--- src/rtl/rtc_pkg.sv ---
// Shared constants for the RTC read scheduler: slot count, watchdog limit, FSM encoding, address table.
// Latency: n/a (constants and a pure lookup function only).
// Backpressure: n/a.
package rtc_pkg;

  localparam int N_SLOTS     = 11;
  localparam int TIMEOUT_CYC = 255;

  typedef logic [2:0] state_t;

  localparam state_t ST_IDLE     = 3'd0;
  localparam state_t ST_RD_ISSUE = 3'd1;
  localparam state_t ST_RD_WAIT  = 3'd2;
  localparam state_t ST_WR_ISSUE = 3'd3;
  localparam state_t ST_WR_WAIT  = 3'd4;

  // RTC register read order for one display frame (slot index -> bus address)
  localparam logic [7:0] ADDR_TBL [0:N_SLOTS-1] = '{
    8'h21, 8'h22, 8'h23, 8'h24, 8'h25, 8'h26, 8'h27, 8'h41, 8'h42, 8'h43, 8'hF0
  };

  // Slot to address lookup; out-of-range slots map to 0 so the bus never sees a stray address
  function automatic logic [7:0] slot_addr(input logic [3:0] slot);
    logic [7:0] a;
    a = 8'h00;
    for (int i = 0; i < N_SLOTS; i++) begin
      if (slot == 4'(i)) a = ADDR_TBL[i];
    end
    return a;
  endfunction

endpackage

--- src/rtl/rtc_bus_timeout.sv ---
// Bus watchdog: counts cycles spent waiting on the transaction engine, saturating at LIMIT.
// Latency: expired is a combinational decode of the count register (count reaches LIMIT LIMIT cycles after clear).
// Backpressure: none; clear wins over enable.
module rtc_bus_timeout #(
  parameter logic [7:0] LIMIT = 8'd255
) (
  input  logic clk,
  input  logic reset,
  input  logic clear,
  input  logic enable,
  output logic expired
);

  logic [7:0] cnt;

  // Count wait cycles; restart on every new transaction and hold once the limit is reached
  always_ff @(posedge clk) begin
    if (reset || clear) begin
      cnt <= 8'd0;
    end else if (enable && (cnt != LIMIT)) begin
      cnt <= cnt + 8'd1;
    end
  end

  assign expired = (cnt == LIMIT);

endmodule

--- src/rtl/rtc_read_scheduler.sv ---
// Sequences 11 RTC register reads per refresh tick into the display bank, interleaving user writes between reads.
// Latency: one issue cycle per transaction; capture/ack/frame_valid are combinational in the bus_done cycle.
// Backpressure: waits on bus_done up to TIMEOUT_CYC cycles; one refresh tick is queued while busy, extras dropped.
module rtc_read_scheduler
  import rtc_pkg::*;
(
  input  logic       clk,
  input  logic       reset,
  input  logic       refresh_tick,
  input  logic       wr_req,
  input  logic [7:0] wr_addr,
  input  logic [7:0] wr_data,
  output logic       wr_ack,
  output logic       bus_start,
  output logic       bus_read,
  output logic [7:0] bus_addr,
  output logic [7:0] bus_wdata,
  input  logic       bus_done,
  input  logic [7:0] bus_rdata,
  output logic       cap_we,
  output logic [3:0] cap_idx,
  output logic [7:0] cap_data,
  output logic       frame_valid,
  output logic       busy,
  output logic       err
);

  state_t     state, state_nxt;
  logic [3:0] slot;
  logic       tick_pend;
  logic       frame_act;
  logic [7:0] wr_addr_q;
  logic [7:0] wr_data_q;
  logic       expired;
  logic       in_wait;
  logic       last_slot;
  logic       timeout_hit;
  logic       frame_begin;

  assign in_wait     = (state == ST_RD_WAIT) || (state == ST_WR_WAIT);
  assign last_slot   = (slot == 4'(N_SLOTS - 1));
  assign timeout_hit = in_wait && expired && !bus_done;
  assign frame_begin = (state == ST_IDLE) && (state_nxt == ST_RD_ISSUE);

  rtc_bus_timeout #(
    .LIMIT (8'(TIMEOUT_CYC))
  ) u_timeout (
    .clk     (clk),
    .reset   (reset),
    .clear   (bus_start),
    .enable  (in_wait),
    .expired (expired)
  );

  // State register
  always_ff @(posedge clk) begin
    if (reset) state <= ST_IDLE;
    else       state <= state_nxt;
  end

  // Next-state logic: writes win over reads in IDLE and between read slots
  always_comb begin
    state_nxt = state;
    case (state)
      ST_IDLE: begin
        if (wr_req)                         state_nxt = ST_WR_ISSUE;
        else if (refresh_tick || tick_pend) state_nxt = ST_RD_ISSUE;
      end
      ST_RD_ISSUE: state_nxt = ST_RD_WAIT;
      ST_RD_WAIT: begin
        if (bus_done) begin
          if (last_slot)   state_nxt = ST_IDLE;
          else if (wr_req) state_nxt = ST_WR_ISSUE;
          else             state_nxt = ST_RD_ISSUE;
        end else if (expired) begin
          state_nxt = ST_IDLE;
        end
      end
      ST_WR_ISSUE: state_nxt = ST_WR_WAIT;
      ST_WR_WAIT: begin
        if (bus_done)     state_nxt = frame_act ? ST_RD_ISSUE : ST_IDLE;
        else if (expired) state_nxt = ST_IDLE;
      end
      default: state_nxt = ST_IDLE;
    endcase
  end

  // Frame bookkeeping: slot pointer, queued tick, frame-active flag, write operands latched on entry
  always_ff @(posedge clk) begin
    if (reset) begin
      slot      <= 4'd0;
      tick_pend <= 1'b0;
      frame_act <= 1'b0;
      wr_addr_q <= 8'h00;
      wr_data_q <= 8'h00;
    end else begin
      // A tick that cannot start a frame right now (busy, or losing to a write in IDLE) is remembered once
      if (frame_begin) begin
        tick_pend <= 1'b0;
        slot      <= 4'd0;
        frame_act <= 1'b1;
      end else if (refresh_tick) begin
        tick_pend <= 1'b1;
      end

      if ((state_nxt == ST_WR_ISSUE) && (state != ST_WR_ISSUE)) begin
        wr_addr_q <= wr_addr;
        wr_data_q <= wr_data;
      end

      if ((state == ST_RD_WAIT) && bus_done) begin
        if (last_slot) begin
          slot      <= 4'd0;
          frame_act <= 1'b0;
        end else begin
          slot      <= slot + 4'd1;
        end
      end

      // Any timeout abandons the frame; a pending user write is simply retried from IDLE
      if (timeout_hit) begin
        slot      <= 4'd0;
        frame_act <= 1'b0;
      end
    end
  end

  // Output decode: bus fields held through the wait state, completion strobes gated by bus_done
  always_comb begin
    bus_start   = 1'b0;
    bus_read    = 1'b0;
    bus_addr    = 8'h00;
    bus_wdata   = 8'h00;
    cap_we      = 1'b0;
    cap_idx     = 4'd0;
    cap_data    = 8'h00;
    frame_valid = 1'b0;
    wr_ack      = 1'b0;
    err         = 1'b0;
    busy        = (state != ST_IDLE);
    case (state)
      ST_RD_ISSUE: begin
        bus_start = 1'b1;
        bus_read  = 1'b1;
        bus_addr  = slot_addr(slot);
      end
      ST_RD_WAIT: begin
        bus_read = 1'b1;
        bus_addr = slot_addr(slot);
        if (bus_done) begin
          cap_we      = 1'b1;
          cap_idx     = slot;
          cap_data    = bus_rdata;
          frame_valid = last_slot;
        end else if (expired) begin
          err = 1'b1;
        end
      end
      ST_WR_ISSUE: begin
        bus_start = 1'b1;
        bus_addr  = wr_addr_q;
        bus_wdata = wr_data_q;
      end
      ST_WR_WAIT: begin
        bus_addr  = wr_addr_q;
        bus_wdata = wr_data_q;
        if (bus_done)     wr_ack = 1'b1;
        else if (expired) err    = 1'b1;
      end
      default: ;
    endcase
  end

endmodule
--- config.mk ---
export PLATFORM = sky130hd
export DESIGN_NAME = rtc_read_scheduler
export DESIGN_NICKNAME = d
export VERILOG_FILES = /design/src/rtl/rtc_pkg.sv /design/src/rtl/rtc_bus_timeout.sv /design/src/rtl/rtc_read_scheduler.sv
export SDC_FILE = /design/constraint.sdc
export NUM_CORES = 1
export LEC_CHECK = 0
export CORE_ASPECT_RATIO = 0.8
export CORE_MARGIN = 3
export CORE_UTILIZATION = 30
export DETAILED_ROUTE_END_ITERATION = 10
export PLACE_DENSITY = 0.53
export SLEW_MARGIN = 0
export SYNTH_ARGS = -nofsm -noshare
export SYNTH_HDL_FRONTEND = slang
export SYNTH_SLANG_ARGS = --single-unit
--- constraint.sdc ---
create_clock -name clk -period 4.5 [get_ports clk]
set_clock_uncertainty 0.1 [all_clocks]
set_input_delay 0.675 -clock clk [delete_from_list [all_inputs] [get_ports clk]]
set_output_delay 0.675 -clock clk [all_outputs]
set_load 0.1 [all_outputs]
== Yosys cells after proc, flatten, opt, wreduce, memory -nomap -nowiden ==
Index checks and enable logic that the tools add are counted.

* Bits in registers: 33
* Input port bits: 29
* Output and inout port bits: 35
* Logic and storage cells: 90

* Add/sub/neg operators: 2
* Equal/unequal tests: 19
* Muxes and demuxes: 42
* Reductions and logical operators: 20

{| class="wikitable"
|+ Operators with widths
! kind !! count
|-
| 8-bit two-way mux || 13
|-
| 4-bit two-way mux || 5
|-
| 4-bit by 3-bit == test with 1-bit output (second input constant) || 4
|-
| 8-bit case mux with 2 select lines || 1
|-
| 3-bit two-way mux || 5
|-
| 3-bit case mux with 5 select lines || 1
|-
| 1-bit two-way mux || 14
|-
| 4-bit == test (second input constant) || 3
|-
| 2-bit OR reduction || 6
|-
| 3-bit by 2-bit == test with 1-bit output (second input constant) || 3
|-
| 8-bit by 1-bit adder with 8-bit output (second input constant) || 1
|-
| 4-bit by 2-bit == test with 1-bit output (second input constant) || 2
|-
| 8-bit == test (second input constant) || 1
|-
| 8-bit != test (second input constant) || 1
|-
| 3-bit by 1-bit == test with 1-bit output (second input constant) || 2
|-
| 1-bit logical AND || 6
|-
| 6-bit two-way mux || 1
|-
| 4-bit by 1-bit adder with 4-bit output (second input constant) || 1
|-
| 4-bit by 1-bit == test with 1-bit output (second input constant) || 1
|-
| 4-bit logical NOT || 1
|-
| 2-bit two-way mux || 2
|-
| 3-bit == test (second input constant) || 1
|-
| 3-bit logical NOT || 1
|-
| 1-bit logical OR || 3
|-
| other kinds (4) || 4
|}

== Depth between registers and ports, before layout ==
* Word-level depth: 13
* Mapped depth: 7

== By module ==
Synthesis repeated with hierarchy kept, for this count alone.

* Cells, all modules: 233
* Area total of the unflattened synthesis: 1,974.4 um2

{| class="wikitable"
|+ Modules (own cells, without submodules)
! module !! times used !! cells an instance !! area each (um2)
|-
| rtc_read_scheduler || 1 || 184 || 1,549.0
|-
| rtc_bus_timeout || 1 || 49 || 425.4
|}

== Least setup slack after synthesis ==
OpenSTA, ideal clock, no wires.

* Path type: reg2out
* Start: register u_timeout.cnt[0]
* End: output port err
* Arrival time: 3.891 ns
* Data required time: 3.725 ns
* Path slack: -0.166 ns
* Stages on the path, launching flop included: 6
* Buffers on the path: 1
* Cell sequence: dfxtp_1 > ha_1 > and4_1 > buf_2 > nand2_1 > nor4_1

* Cells in the longest elaborated chain, start to end: 4

{| class="wikitable"
|+ RTL lines
! what !! RTL line !! RTL
|-
| from (decl) || rtc_bus_timeout.sv:14 || <nowiki>logic [7:0] cnt;</nowiki>
|-
| from (signal assigned) || rtc_bus_timeout.sv:21 || <nowiki>cnt <= cnt + 8'd1;</nowiki>
|-
| 8-bit == test || rtc_bus_timeout.sv:25 || <nowiki>assign expired = (cnt == LIMIT);</nowiki>
|-
| 1-bit two-way mux || rtc_read_scheduler.sv:155, rtc_read_scheduler.sv:168 ||
|-
| 1-bit two-way mux || rtc_read_scheduler.sv:150 || <nowiki>if (bus_done) begin</nowiki>
|-
| 1-bit two-way mux || -- ||
|-
| to (decl) || rtc_read_scheduler.sv:25 || <nowiki>output logic err</nowiki>
|}

No other way between the ends.

== Final worst setup path ==
* Start: register state[1]
* End: output port bus_read

* Cells in the longest elaborated chain, start to end: 3
* Elaborated cells between the ends (all ways): 4
* Classes of those cells: eq/ne: 2; mux: 1; reduce/logical: 1

{| class="wikitable"
|+ RTL lines
! what !! RTL line !! RTL
|-
| from (decl) || rtc_read_scheduler.sv:28 || <nowiki>state_t state, state_nxt;</nowiki>
|-
| from (signal assigned) || rtc_read_scheduler.sv:58 || <nowiki>else state <= state_nxt;</nowiki>
|-
| 3-bit by 2-bit == test with 1-bit output or 3-bit by 1-bit == test with 1-bit output (tied branches) || rtc_read_scheduler.sv:141 || <nowiki>case (state)</nowiki>
|-
| 2-bit OR reduction (no line) * || -- ||
|-
| 1-bit two-way mux * || rtc_read_scheduler.sv:141 ||
|-
| to (decl) || rtc_read_scheduler.sv:15 || <nowiki>output logic bus_read,</nowiki>
|}

Mark *: on every way between the ends. The rest lies on a longest branch, timed or not.

==> flow_summary.toml <==
[status]
status = "completed"

[layout]
regArea_um2 = 660.6
drive_gt1_share_pct = 19.11
final_cell_mix = "35 x nand2b_1, 34 x buf_4, 33 x dfxtp_1, 31 x clkdlybuf4s50_1, 21 x and2_1"
multi_input_area_um2 = 1281
stdcell_count = 377
design_area_um2 = 2733
final_common_cell = "nand2b_1"
area_growth_pct = 32.36
nets = 322
fill_cells = 655
diodes = 0

[logic_synthesis]
synth_nets = 268
synth_edf_count = 0
synth-async-reset-ratio_pct = 0
synth-seq-cells = 33
synthCells = 238
synthFlopType = "dfxtp_1"
synthesis.area_um2 = 2064
yosysSeqAreaShare_pct = 32.00
synth_warnings = 0
yosys.cell_types.count = 54
avgSynthCellArea_um2 = 8.674

[die]
fp.coreArea_um2 = 6539
ios = 64
fp.dieArea_um2 = 7919
std_cell_rows = 26
start_util_pct = 31.57
die_y_um = 80.20
die_w_um = 98.75

[global_route]
antenna_found_initial = 0
grt_pass1_wl_mm = 8.073
grt_pass1_vias = 1685
grt.total_usage_pct = 12.23
grt_overflow = 0
grt_start_max_net_pins = 39

[timing]
max_freq_ghz = 0.3018
fin_ws_ps = 1186
drv_slew = 0
final_hold_viol_count = 0
period_share_pct = 73.64
finalSetupViolCount = 0
rsz0062_at_grt = "no"
min_period_ps = 3314
fin_hold_ws_ps = 369.1
setup-tns-final_ps = 0
slew_headroom_pct = 32.92
worstMarginPinSlew_ps = 1006

[placement]
io_buffers = 63
place_area_um2 = 2631
dpl.hpwl_mm = 3.510
gp_congestion = 0.7525
post-place-cells = 369
place_ws_ps = 1364

[pwr]
power_leakage_nw = 1.043
powerDensity_nw_per_um2 = 330.4
vdd_drop_max_mv = 0.2047

[min_path]
hold-path-endpoint = "wr_data_q[3]$_SDFFE_PP0P_"
min_path_type = "reg2reg"
min_from = "wr_data_q[3]$_SDFFE_PP0P_"
hold_depth = 2

[clock_network]
cts_sinks = 33
clockBufferDepth = 2
cts_hold_buffers = 0
postCtsSetupBuffers = 0
path_clk_slew_ps = 70
htreeDepth = 2
clockRootBuffer = "clkbuf_8"
numCtsBuffers = 5
worstSkewPairLatency_ps = 270
postCtsResizedCells = 0
cts_tree = "built"

[critical_path]
crit_path_end_kind = "output pin"
worst-endpoint-arrival_ps = 2540
r2r_start = "slot[0]$_SDFFE_PP0P_"
rrSetupSlack_ps = 2120
required_ps = 3720
reg2regPathDepth = 4
r2r_end = "wr_addr_q[7]$_SDFFE_PP0P_"
critical_path.startpoint_type = "flop"
critPathKind = "reg2out"
cp_max_fo = 10

[routing]
vias = 1747
first_pass_iters = 4
drcViolationCount = 0
drt-initial-drc-count = 85
wl_per_cell_um = 12.76
vias_per_cell = 4.634
wirelength_mm = 4.811
drt.antenna.violating_nets = 0

[flow_run]
drv_cap = 0
sequential cells by signal (all words and copies together) (netlist names):
signal         count
slot               4
tick_pend          1
wr_addr_q          8
u_timeout.cnt      8
wr_data_q          8
frame_act          1
state              3
power by group:
| part | switching [mW] | internal [mW] |
|---|---|---|
| clock | 0.104 | 0.138 |
| sequential | 0.0257 | 0.313 |
| combinational | 0.216 | 0.106 |
per-stage QoR:
step | util (%) | power (mW)
after floorplan | - | 0.5966
after global routing | 41.79 | 0.9479
after global placement | 40.24 | 0.6690
after detailed placement | 40.24 | 0.6709
after CTS | 41.79 | 0.9175
final | 41.79 | 0.9028
worst max path at each step:
stage,from,to,slack [ps],cells after the start
2_1_floorplan,state[0]$_SDFF_PP0_,bus_addr[2],180,5
3_3_place_gp,bus_done,frame_valid,1380,5
3_5_place_dp,bus_done,frame_valid,1360,5
4_1_cts,state[0]$_SDFF_PP0_,bus_read,1170,4
5_1_grt,state[0]$_SDFF_PP0_,bus_start,1090,2
6_report,state[1]$_SDFF_PP0_,bus_read,1190,4
metal layers:
| layer | GRT usage (%) | part of all wire (%) | vias to the layer above |
|---|---|---|---|
| met3 | 3.646 | 5.8 | 2 |
| met5 | 0 | 0 | - |
| met4 | 1.228 | 0.15 | 0 |
| met1 | 18.20 | 52 | 773 |
| met2 | 17.76 | 42 | 51 |
| li1 | - | - | 921 |
synth_stat cells, drive strengths merged (3+ instances only):
library cell	number	area share [%]
nand2b	37	12
a211oi	5	2.7
dfxtp	33	32
nor4	3	0.91
nor3	9	3.5
mux2i	19	9.2
nand3	3	0.73
o21ai	6	1.5
buf	7	3.3
xnor2	6	3.5
a22o	4	1.7
clkbuf	11	2.0
inv	5	0.91
and2	21	6.4
nor2	16	3.0
a21oi	8	1.9
nand2	16	2.9
worst max-delay path: stages (launching register included):
cell and delay (ps):
dfxtp_1 710, xnor2_1 140, nor2_1 100, buf_4 160, clkdlybuf4s50_1 1140
final cells by class:
class                      count  share of cell area, %
multi-input combinational    182                  46.89
timing repair buffer          65                  20.70
tap                           84                  3.846
sequential                    33                  24.18
clock buffer                   7                  3.526
clock inverter                 1                 0.1832
inverter                       5                 0.6868
cell families (layout without fill, tap and decap cells):
family / Yosys count / count (layout) / synth area share, %
multiplexers: 20 / 20 / 9.757
flip-flops: 33 / 33 / 32.00
XOR/XNOR: 7 / 7 / 3.879
AO/OA/AOI/OAI: 36 / 36 / 13.76
adder cells (fa/ha/maj): 1 / 1 / 0.6060
buffers and inverters: 23 / 78 / 6.241
AND/OR/NAND/NOR: 118 / 118 / 33.76
No activity file was read; power rests on OpenSTA's default activity.
